===== config.mk =====
export PLATFORM = sky130hd
export DESIGN_NAME = nn_manager
export DESIGN_NICKNAME = d
export VERILOG_FILES = /design/src/rtl/nn_manager.sv
export SDC_FILE = /design/constraint.sdc
export NUM_CORES = 1
export LEC_CHECK = 0
export BUFFER_PORTS_ARGS = -buffer_cell sky130_fd_sc_hd__buf_4
export CORE_ASPECT_RATIO = 0.75
export CORE_MARGIN = 8
export CORE_UTILIZATION = 59
export CTS_BUF_LIST = sky130_fd_sc_hd__clkbuf_2
export DETAILED_ROUTE_END_ITERATION = 8
export GPL_TIMING_DRIVEN = 0
export PLACE_DENSITY = 0.88
export SLEW_MARGIN = 20
export SYNTH_ARGS = -nofsm -noshare
export SYNTH_HDL_FRONTEND = slang
export SYNTH_SLANG_ARGS = --single-unit

===== constraint.sdc =====
create_clock -name clk -period 4.89 [get_ports clk]
set_input_delay 0.489 -clock clk [delete_from_list [all_inputs] [get_ports clk]]
set_output_delay 0.489 -clock clk [all_outputs]
set_load 0.01 [all_outputs]

===== src/rtl/nn_manager.sv =====
// Host register block for a two-layer NN core: holds weights/inputs, starts a run, captures outputs.
// Latency: writes visible next cycle; reads registered (1 cycle); result captured NET_LATENCY cycles after start.
// Backpressure: none; writes to weights/inputs/control are dropped while a run is in flight (RUN/DONE).
//
// Ports: clk/reset (sync, active-high); address/in_d/write/read host bus; out_d read data;
//        i_in network outputs; w_o weights (slot k = address k); i_o input activations;
//        d captured outputs; u status {0, result_valid, busy, weights_loaded};
//        wr run-start pulse; down result-captured pulse; ready = idle & weights loaded.
module nn_manager #(
  parameter int LENGHT_I    = 2,
  parameter int LENGHT_MID  = 2,
  parameter int LENGHT_O    = 2,
  parameter int WIDTH       = 4,
  parameter int WIDTH_W     = 4,
  parameter int WIDTH_I     = 1,
  parameter int WIDTH_O     = 4,
  parameter int WIDTH_ADDR  = $clog2(LENGHT_I*LENGHT_MID + LENGHT_MID*LENGHT_O + LENGHT_I + LENGHT_O + 3),
  parameter int NET_LATENCY = 10
) (
  input  logic                                      clk,
  input  logic                                      reset,
  input  logic [WIDTH_ADDR-1:0]                     address,
  input  logic [WIDTH-1:0]                          in_d,
  input  logic                                      write,
  input  logic                                      read,
  input  logic [LENGHT_O*WIDTH_O-1:0]               i_in,
  output logic [WIDTH-1:0]                          out_d,
  output logic [(LENGHT_I*LENGHT_MID+LENGHT_MID*LENGHT_O)*WIDTH_W-1:0] w_o,
  output logic [LENGHT_I*WIDTH_I-1:0]               i_o,
  output logic [LENGHT_O*WIDTH_O-1:0]               d,
  output logic [WIDTH-1:0]                          u,
  output logic                                      wr,
  output logic                                      down,
  output logic                                      ready
);

  localparam int NW    = LENGHT_I*LENGHT_MID + LENGHT_MID*LENGHT_O;
  localparam int A_CW  = NW;
  localparam int A_I0  = NW + 1;
  localparam int A_CI  = NW + 1 + LENGHT_I;
  localparam int A_O0  = A_CI + 1;
  localparam int A_ST  = A_O0 + LENGHT_O;
  localparam int CNT_W = (NET_LATENCY > 1) ? $clog2(NET_LATENCY) : 1;

  typedef enum logic [1:0] {IDLE, RUN, DONE} state_e;

  state_e                          state_q, state_d;
  logic [CNT_W-1:0]                cnt_q, cnt_d;
  logic [NW*WIDTH_W-1:0]           w_q, w_d;
  logic [LENGHT_I*WIDTH_I-1:0]     i_q, i_d;
  logic [LENGHT_O*WIDTH_O-1:0]     d_q, d_d;
  logic [WIDTH-1:0]                out_d_q, out_d_d;
  logic                            wl_q, wl_d;      // weights_loaded
  logic                            rv_q, rv_d;      // result_valid
  logic                            wr_q, wr_d;
  logic                            down_q, down_d;
  logic                            idle, busy;
  logic [3:0]                      status;
  logic [WIDTH-1:0]                rdata;

  assign idle   = (state_q == IDLE);
  assign busy   = ~idle;
  assign status = {1'b0, rv_q, busy, wl_q};

  // Read mux works on the current (pre-edge) register values, so a read and
  // write to the same address in one cycle returns the old contents.
  always_comb begin
    rdata = '0;
    for (int k = 0; k < NW; k++)
      if (address == WIDTH_ADDR'(k)) rdata = WIDTH'(w_q[k*WIDTH_W +: WIDTH_W]);
    if (address == WIDTH_ADDR'(A_CW)) rdata = WIDTH'(wl_q);
    for (int k = 0; k < LENGHT_I; k++)
      if (address == WIDTH_ADDR'(A_I0 + k)) rdata = WIDTH'(i_q[k*WIDTH_I +: WIDTH_I]);
    for (int k = 0; k < LENGHT_O; k++)
      if (address == WIDTH_ADDR'(A_O0 + k)) rdata = WIDTH'(d_q[k*WIDTH_O +: WIDTH_O]);
    if (address == WIDTH_ADDR'(A_ST)) rdata = WIDTH'(status);
  end

  always_comb begin
    state_d = state_q;
    cnt_d   = cnt_q;
    w_d     = w_q;
    i_d     = i_q;
    d_d     = d_q;
    out_d_d = out_d_q;
    wl_d    = wl_q;
    rv_d    = rv_q;
    wr_d    = 1'b0;
    down_d  = 1'b0;

    // Configuration writes are only accepted while idle so the core sees
    // stable weights and inputs for the whole run.
    if (write && idle) begin
      for (int k = 0; k < NW; k++)
        if (address == WIDTH_ADDR'(k)) w_d[k*WIDTH_W +: WIDTH_W] = WIDTH_W'(in_d);
      for (int k = 0; k < LENGHT_I; k++)
        if (address == WIDTH_ADDR'(A_I0 + k)) i_d[k*WIDTH_I +: WIDTH_I] = WIDTH_I'(in_d);
      if (address == WIDTH_ADDR'(A_CW)) wl_d = in_d[0];
    end

    case (state_q)
      IDLE: begin
        if (write && (address == WIDTH_ADDR'(A_CI)) && in_d[0] && wl_q) begin
          state_d = RUN;
          cnt_d   = CNT_W'(NET_LATENCY - 1);
          wr_d    = 1'b1;
          rv_d    = 1'b0;
        end
      end
      RUN: begin
        if (cnt_q == '0) begin
          d_d     = i_in;
          rv_d    = 1'b1;
          down_d  = 1'b1;
          state_d = DONE;
        end else begin
          cnt_d = cnt_q - 1'b1;
        end
      end
      DONE:    state_d = IDLE;
      default: state_d = IDLE;
    endcase

    if (read) out_d_d = rdata;
  end

  always_ff @(posedge clk) begin
    if (reset) begin
      state_q <= IDLE;
      cnt_q   <= '0;
      w_q     <= '0;
      i_q     <= '0;
      d_q     <= '0;
      out_d_q <= '0;
      wl_q    <= 1'b0;
      rv_q    <= 1'b0;
      wr_q    <= 1'b0;
      down_q  <= 1'b0;
    end else begin
      state_q <= state_d;
      cnt_q   <= cnt_d;
      w_q     <= w_d;
      i_q     <= i_d;
      d_q     <= d_d;
      out_d_q <= out_d_d;
      wl_q    <= wl_d;
      rv_q    <= rv_d;
      wr_q    <= wr_d;
      down_q  <= down_d;
    end
  end

  assign w_o   = w_q;
  assign i_o   = i_q;
  assign d     = d_q;
  assign out_d = out_d_q;
  assign u     = WIDTH'(status);
  assign wr    = wr_q;
  assign down  = down_q;
  assign ready = wl_q & idle;

endmodule


---- Yosys cells after proc, flatten, opt, wreduce, memory -nomap -nowiden ----
Index checks and enable logic that the tools add are counted.
cells by class
  $add $sub $neg .......................... 1
  eq/ne operators ......................... 18
  multiplexer cells ....................... 25
  bitwise operators ....................... 3
  reductions and logical operators ........ 25
operator list
  kind                                                                number
  4-bit two-way mux                                                   16
  4-bit == test, second input constant                                7
  2-bit AND reduction                                                 13
  4-bit by 3-bit == test with 1-bit output, second input constant     4
  4-bit by 2-bit == test with 1-bit output, second input constant     2
  4-bit zero test                                                     2
  4-bit case mux with 2 select lines                                  1
  3-bit AND reduction                                                 2
  4-bit by 1-bit == test with 1-bit output, second input constant     1
  1-bit logical AND                                                   4
  1-bit two-way mux                                                   4
  2-bit two-way mux                                                   2
  2-bit != test, second input constant                                2
  2-bit case mux with 2 select lines                                  1
  2-bit OR reduction                                                  2
  4-bit by 1-bit subtractor with 4-bit output, second input constant  1
  2-bit by 1-bit == test with 1-bit output, second input constant     1
  2-bit zero test                                                     1
  2-bit by 1-bit != test with 1-bit output, second input constant     1
  1-bit inverter                                                      2
  1-bit case mux with 2 select lines                                  1
  2-bit nonzero test                                                  1
  1-bit AND                                                           1
word-level totals
  output and inout bits ................... 53
  logic and storage cells ................. 90
  register bits ........................... 56

---- Logic depth before layout (Yosys ltp) ----
Gate-level depths: netlist of run 1.
  depth after elaboration ................. 15
  mapped depth ............................ 8

---- Worst setup path before layout of run 1 ----
Ideal clock, no wire load.
  path kind ............................... input -> register
  from .................................... input address[1]
  to ...................................... register out_d_q[1] (netlist: out_d[1])
  cell stages on the path ................. 6
  buffers on the path ..................... 2
  data arrival time ....................... 1.715 ns
  setup time .............................. 0.131 ns
  path slack .............................. 3.043 ns
  cell sequence ........................... buf_2 > buf_2 > mux2_2 > a221o_1 > a32oi_1 > o32ai_1
between the ends
  word-level cells in the longest chain between the ends .. 15
  elaborated cells on any way between the ends .. 28
  those cells by class .................... eq/ne (13); mux (14); reduce/logical (1)
RTL lines
  element                          RTL line  text
  start: declaration               22        input logic [WIDTH_ADDR-1:0] address,
  4-bit zero test                  70        if (address == WIDTH_ADDR'(k)) rdata = WIDTH'(w_q[k*WIDTH_W +: WIDTH_W]);
  4-bit two-way mux (8 in series)  70
  4-bit two-way mux                71        if (address == WIDTH_ADDR'(A_CW)) rdata = WIDTH'(wl_q);
  4-bit two-way mux (2 in series)  73        if (address == WIDTH_ADDR'(A_I0 + k)) rdata = WIDTH'(i_q[k*WIDTH_I +: WIDTH_I]);
  4-bit two-way mux (2 in series)  75        if (address == WIDTH_ADDR'(A_O0 + k)) rdata = WIDTH'(d_q[k*WIDTH_O +: WIDTH_O]);
  4-bit two-way mux (*)            76        if (address == WIDTH_ADDR'(A_ST)) rdata = WIDTH'(status);
  end signal: assignment           145       out_d_q <= out_d_d;
  end: declaration                 52        logic [WIDTH-1:0] out_d_q, out_d_d;
Mark *: on every way between the ends. The rest lies on a longest branch, timed or not.
A chain may end at the register's enable or synchronous reset.

---- Worst setup path after layout of run 1 ----
  from .................................... register state_q[1]
  to ...................................... output u[1]
between the ends
  word-level cells in the longest chain between the ends .. 2
RTL lines
  element                          RTL line  text
  start: declaration               47        state_e state_q, state_d;
  start signal: assignment         140       state_q <= state_d;
  2-bit zero test                  61        assign idle = (state_q == IDLE);
  1-bit inverter (no source line)  -
  end: declaration                 31        output logic [WIDTH-1:0] u,
No other way between the ends.

==> results.yml, run 1 <==
cts:
  ctsResizeCount: 0
  clock_latency_ns: 0.45
  cts_hold_buffers: 0
  cts.clk_slew.worst_paths_ns: 0.27
  cts_num_sinks: 56
  root_buffer: "clkbuf_2"
  postCtsSetupBuffers: 0
  clockBufferDepth: 2
  cts_buffers: 5
  tritoncts: "done"
  cts.htree.levels: 2
setup_path:
  timing.rr.start: "cnt_q[0]"
  reg2reg_depth: 7
  slowest_delay_ns: 0.41
  crit_buf_inv: 2
  crit_top_cell: "buf_4"
  setup.worst_path.start_class: "flop"
  startpoint: "state_q[1]"
  r2r_end: "d[6]"
  end_kind: "output pin"
  path_depth: 3
  path_class: "flop to output pin"
  worstPathRequired_ns: 4.40
  crit_fanout: 4
  reg2reg_slack_ns: 2.99
  crit_family: "flip-flops"
  critical_path_arrival_ns: 1.48
  slowest_stage: "dfxtp_1"
  crit_chain: "or2_2 > buf_4 > buf_4"
  worstSetupEndpoint: "u[1]"
timing:
  hold_viol_final: 0
  fmax_mhz: 507
  max-slew-margin-rel: 0.574
  finalMaxSlewViolations: 0
  tns_ns: 0
  skew_ns: 0.0207
  setup_violations: 0
  fin_crit_sh: 0.403
  rsz0062_at_grt: "no"
  tightest_slew_ns: 0.639
  finalCriticalPeriod_ns: 1.97
  layout_setup_ws_ns: 2.92
synthesis:
  synth_area_leaders: "dfxtp_1 40%, mux2i_1 9.7%, nor2_1 5.8%, nand3_1 5.2%, a21oi_1 5.0%"
  synth_area_sq_mm: 0.00279
  synth_nets: 363
  synth_warnings: 0
  seq_area_frac_synth: 0.402
  synth_edf_count: 0
  yosysUniqueCellTypes: 50
  synth_commonest_cells: "56 x dfxtp_1, 43 x nor2_1, 35 x nand2_1, 29 x nand3_1, 28 x a21oi_1"
  synthArstFlopShare: 0
  synth.avg_cell_area_sq_um: 8.15
  synth-seq-cells: 56
  synth.top_cell.area_share: 0.402
  ys.flop_type: "dfxtp_1"
  synth_top_area_cell: "dfxtp_1"
  synthCells: 342
  yosysMostFrequentCell: "dfxtp_1"
route:
  drt_iter0_markers: 354
  drt_wl_total_um: 9180
  post_drt_via_cell_ratio: 6.22
  first_pass_iters: 7
  routedWlPerCell_um: 19.4
  drtAntennaViolNets: 0
  vias: 2948
  drcViolationCount: 0
global_route:
  globalRouteOverflowTotal: 0
  first_global_vias: 2701
  antenna_found_initial: 0
  grt_pass1_wl_um: 14100
  grt_max_degree: 19
  grt_use_total: 0.254
die:
  io_pins: 73
  die_width_um: 95.4
  start_util: 0.620
  die_y_um: 75.5
  core_area_sq_mm: 0.00449
  rows: 21
  die_area_sq_mm: 0.00720
place:
  dp_slack_ns: 2.73
  post-dp-hpwl_um: 6900
  gp_congestion: 0.941
  dp.cells: 466
  portBuffers: 67
final_layout:
  fillers: 343
  final_util: 0.759
  layoutNonFillerInstCount: 474
  diodes: 0
  syn_to_final_growth_pct: 22.3
  nets: 437
  drive_gt1_frac: 0.242
flow_run:
  maxCapViolations: 0
power:
  power.leakage_nw: 1.50
  p_per_area_mw_per_mm2: 224
  ir_drop_uv: 168
worst_hold_path:
  hp-class: "primary input to flop"
  min_from: "i_in[4]"
outcome:
  outcome: "complete, no violations"
[cells in the final DEF, fill, tap and decap left out, drive strengths merged, types with 2 or more instances in the layout]
cell,Yosys,final
buf,16,83
dfxtp,56,56
nor2,43,43
nand2,35,35
nand3,29,29
a21oi,28,28
mux2i,27,27
clkbuf,15,20
o21ai,13,13
nand2b,11,11
inv,7,8
nor2b,6,6
a211oi,6,6
nor3,6,6
o22ai,4,4
or2,2,2
nand3b,2,2
mux2,2,2
a22oi,2,2
a32oi,2,2
a311oi,2,2
a221o,2,2
o211ai,2,2
a31oi,2,2
xor2,2,2
[state kept, by name, indices dropped and copies added, names as in the netlist]
register / cells
w_o: 32
d: 8
cnt_q: 4
out_d: 4
i_o: 2
state_q: 2
down: 1
rv_q: 1
wl_q: 1
wr: 1
[worst min-delay path by stage]
stage | endpoint | cells after the start
3_5_place_dp | w_o[3] | 2
3_3_place_gp | w_o[11] | 2
4_1_cts | d[4] | 3
5_1_grt | w_o[0] | 3
6_report | d[4] | 3
2_1_floorplan | rv_q | 2
[tightest hold or removal path, stage by stage]
cell and delay, ns:
buf_4 0.08, mux2i_1 0.05, nor2_1 0.07
[report_power, final]
| group | total [mW] | internal (mW) | switching, mW |
|---|---|---|---|
| sequential | 0.468 | 0.464 | 0.00457 |
| combinational | 0.109 | 0.0404 | 0.0687 |
| clock | 0.185 | 0.0363 | 0.149 |
[cell type report]
class	instances	area (sq um)	share of cell area
tap	57	71.3	0.0209
inverter	7	26.3	0.00771
buffer	31	148	0.0433
clock inverter	3	21.3	0.00624
clock buffer	5	25.0	0.00734
sequential	56	1120	0.329
timing repair buffer	67	503	0.148
multi-input combinational	248	1490	0.438
[kinds of logic after synthesis]
group / Yosys count / synth area share
AOI/OAI and AO/OA: 72 / 0.164
xor gates and xnor gates: 2 / 0.00628
adders and majority gates: 1 / 0.00449
buffers and inverters: 38 / 0.0624
DFF: 56 / 0.402
muxes: 30 / 0.113
other: 1 / 0.00135
and+or+nand+nor: 142 / 0.246
[stage by stage]
step,hold slack (ns),total power [mW],instance area [sq um]
2_1_floorplan,0.461,0.538,2790
3_3_place_gp,0.459,0.579,3360
3_5_place_dp,0.466,0.581,3360
4_1_cts,0.244,0.760,3410
5_1_grt,0.229,0.790,3410
6_report,0.255,0.762,3410
[routing by layer]
metal  global-route usage  wire, um
met5                    0         0
met4               0.0526       179
met3               0.0581      1080
met2                0.380      3900
met1                0.364      4020
Note: power is estimated with default switching activity, not from simulation.
==> run 2, diff against run 1 <==
CORE_UTILIZATION = 55   (was 59)
PLACE_DENSITY = 0.83   (was 0.88)
clock period = 2.1 ns   (was 4.89 ns; I/O delays follow)
==> run 2 against run 1 <==
Critical endpoint is now w_o[16]. Clock skew is 0.0043 ns higher. Sequential share of layout area is 1.1 points lower. Combinational power grew 140%. Design area increased by 3.5%. Clock power increased to 2.9 times the previous value. Critical path type is now flop to flop.
==> results.yml, run 2 (same netlist as run 1, synthesis figures left out) <==
outcome:
  outcome: "complete, no violations"
timing:
  hold_viol_final: 0
  finalMaxSlewViolations: 0
  tightest_slew_ns: 0.663
  finalCriticalPeriod_ns: 1.83
  rsz0062_at_grt: "no"
  whs_ns: 0.0637
  skew_ns: 0.0250
  tns_ns: 0
  fmax_mhz: 547
  setup_violations: 0
  max-slew-margin-rel: 0.558
  fin_crit_sh: 0.870
route:
  first_pass_iters: 5
  post_drt_via_cell_ratio: 5.77
  vias: 2806
  drcViolationCount: 0
  routedWlPerCell_um: 18.3
  drtAntennaViolNets: 0
  drt_wl_total_um: 8910
  drt_iter0_markers: 324
power:
  p_per_area_mw_per_mm2: 534
  p_sw_mw: 0.496
  ir_drop_uv: 338
  cellInternalPower_mw: 1.39
  power_frac_comb: 0.140
  switching_share: 0.263
  p_seq_frac: 0.578
  p_clk_frac: 0.282
  power.leakage_nw: 1.55
global_route:
  globalRouteOverflowTotal: 0
  busiest_layer: "met2"
  met2_usage: 0.332
  grt_pass1_wl_um: 13900
  grt_use_met1: 0.327
  use_met3: 0.0517
  first_global_vias: 2606
  grt_use_total: 0.224
  antenna_found_initial: 0
  grt_max_degree: 17
die:
  die_width_um: 98.2
  rows: 22
  die_y_um: 77.7
  die_area_sq_mm: 0.00763
  io_pins: 73
  core_area_sq_mm: 0.00490
  start_util: 0.569
cts:
  cts.htree.levels: 2
  root_buffer: "clkbuf_2"
  clock_latency_ns: 0.43
  postCtsSetupBuffers: 0
  cts_buffers: 5
  clockBufferDepth: 2
  tritoncts: "done"
  cts.clk_slew.worst_paths_ns: 0.26
  cts_num_sinks: 56
final_layout:
  largest_reg_flops: 32
  syn_to_final_growth_pct: 26.5
  layout_commonest_cell: "buf_4"
  drive_gt1_frac: 0.239
  layoutNonFillerInstCount: 486
  diodes: 0
  nets: 446
  layout_common_cells: "72 x buf_4, 56 x dfxtp_1, 43 x nor2_1"
  final_util: 0.720
place:
  portBuffers: 67
  post-dp-hpwl_um: 6640
  gp_congestion: 0.946
  dp.cells: 469
setup_path:
  slowest_stage: "or3b_4"
  timing.rr.start: "state_q[1]"
  crit_top_cell: "nor2_1"
  slowest_delay_ns: 0.45
  crit_fanout: 10
  worstPathRequired_ns: 2.41
  critical_path_arrival_ns: 2.14
  crit_chain: "or3b_4 > nor2_1 > buf_4 > nand2_1 > mux2i_1 > nor2_1"
  crit_family: "simple AND/OR/NAND/NOR gates"
  path_class: "flop to flop"
  crit_buf_inv: 1
  setup.worst_path.start_class: "flop"
  end_kind: "flop"
  startpoint: "state_q[1]"
worst_hold_path:
  min_from: "in_d[0]"
  hp-class: "primary input to flop"
flow_run:
  maxCapViolations: 0
[run 2: cell count changes in the layout (fill, tap and decap cells not counted)]
cell / before / now
clkinvlp_4: 1 / 0
dlygate4sd3_1: 0 / 9
bufinv_16: 0 / 1
inv_6: 1 / 0
clkbuf_2: 5 / 6
nor3b_1: 1 / 0
nor3b_2: 0 / 1
[run 2: layout make-up]
type                       count  area, sq um
buffer                        31          148
clock buffer                   6         30.0
clock inverter                 2         35.0
fill                         411         1370
inverter                       7         26.3
multi-input combinational    248         1500
sequential                    56         1120
tap                           60         75.1
timing repair buffer          76          593
[run 2: final timing paths]
| path | to | slack (ns) | depth (start not counted) |
|---|---|---|---|
| worst max-delay path | w_o[16] | 0.27 | 6 |
| worst min-delay path | w_o[0] | 0.06 | 3 |
| worst max register to register | w_o[16] | 0.27 | 6 |
| worst min register to register | w_o[5] | 0.49 | 2 |
[run 2: per-stage QoR]
step	instance area, sq um	setup slack (ns)	power, mW
after floorplan	2790	0.527	1.25
after global placement	3370	0.264	1.35
after detailed placement	3370	0.179	1.35
after CTS	3510	0.154	1.89
after global routing	3530	0.140	1.95
final	3530	0.272	1.88
[run 2: routing by layer]
layer	vias up	routed length (um)
li1	1356	-
met1	1287	4140
met2	155	3680
met3	8	1040
met4	0	53
met5	-	0
[run 2: power by group through the flow]
stage	clock network, mW	registers [mW]	logic, mW
finish	0.531	1.09	0.263
detailed placement	0	1.11	0.244
floorplan	0	1.11	0.141
global placement	0	1.11	0.244
CTS	0.542	1.09	0.257
global route	0.580	1.09	0.281
[run 2: what timing repair did]
action,4_1_cts,5_1_grt
resized for setup,0,1
endpoints found under the hold margin,8,1
hold buffers,8,1
setup endpoints to repair,0,8
[run 2: worst min-delay path: cells and delay by family]
family / cells / cell delay [ns]
buffers and inverters: 1 / 0.13
AO/OA/AOI/OAI: 1 / 0.06
AND/OR/NAND/NOR: 1 / 0.06
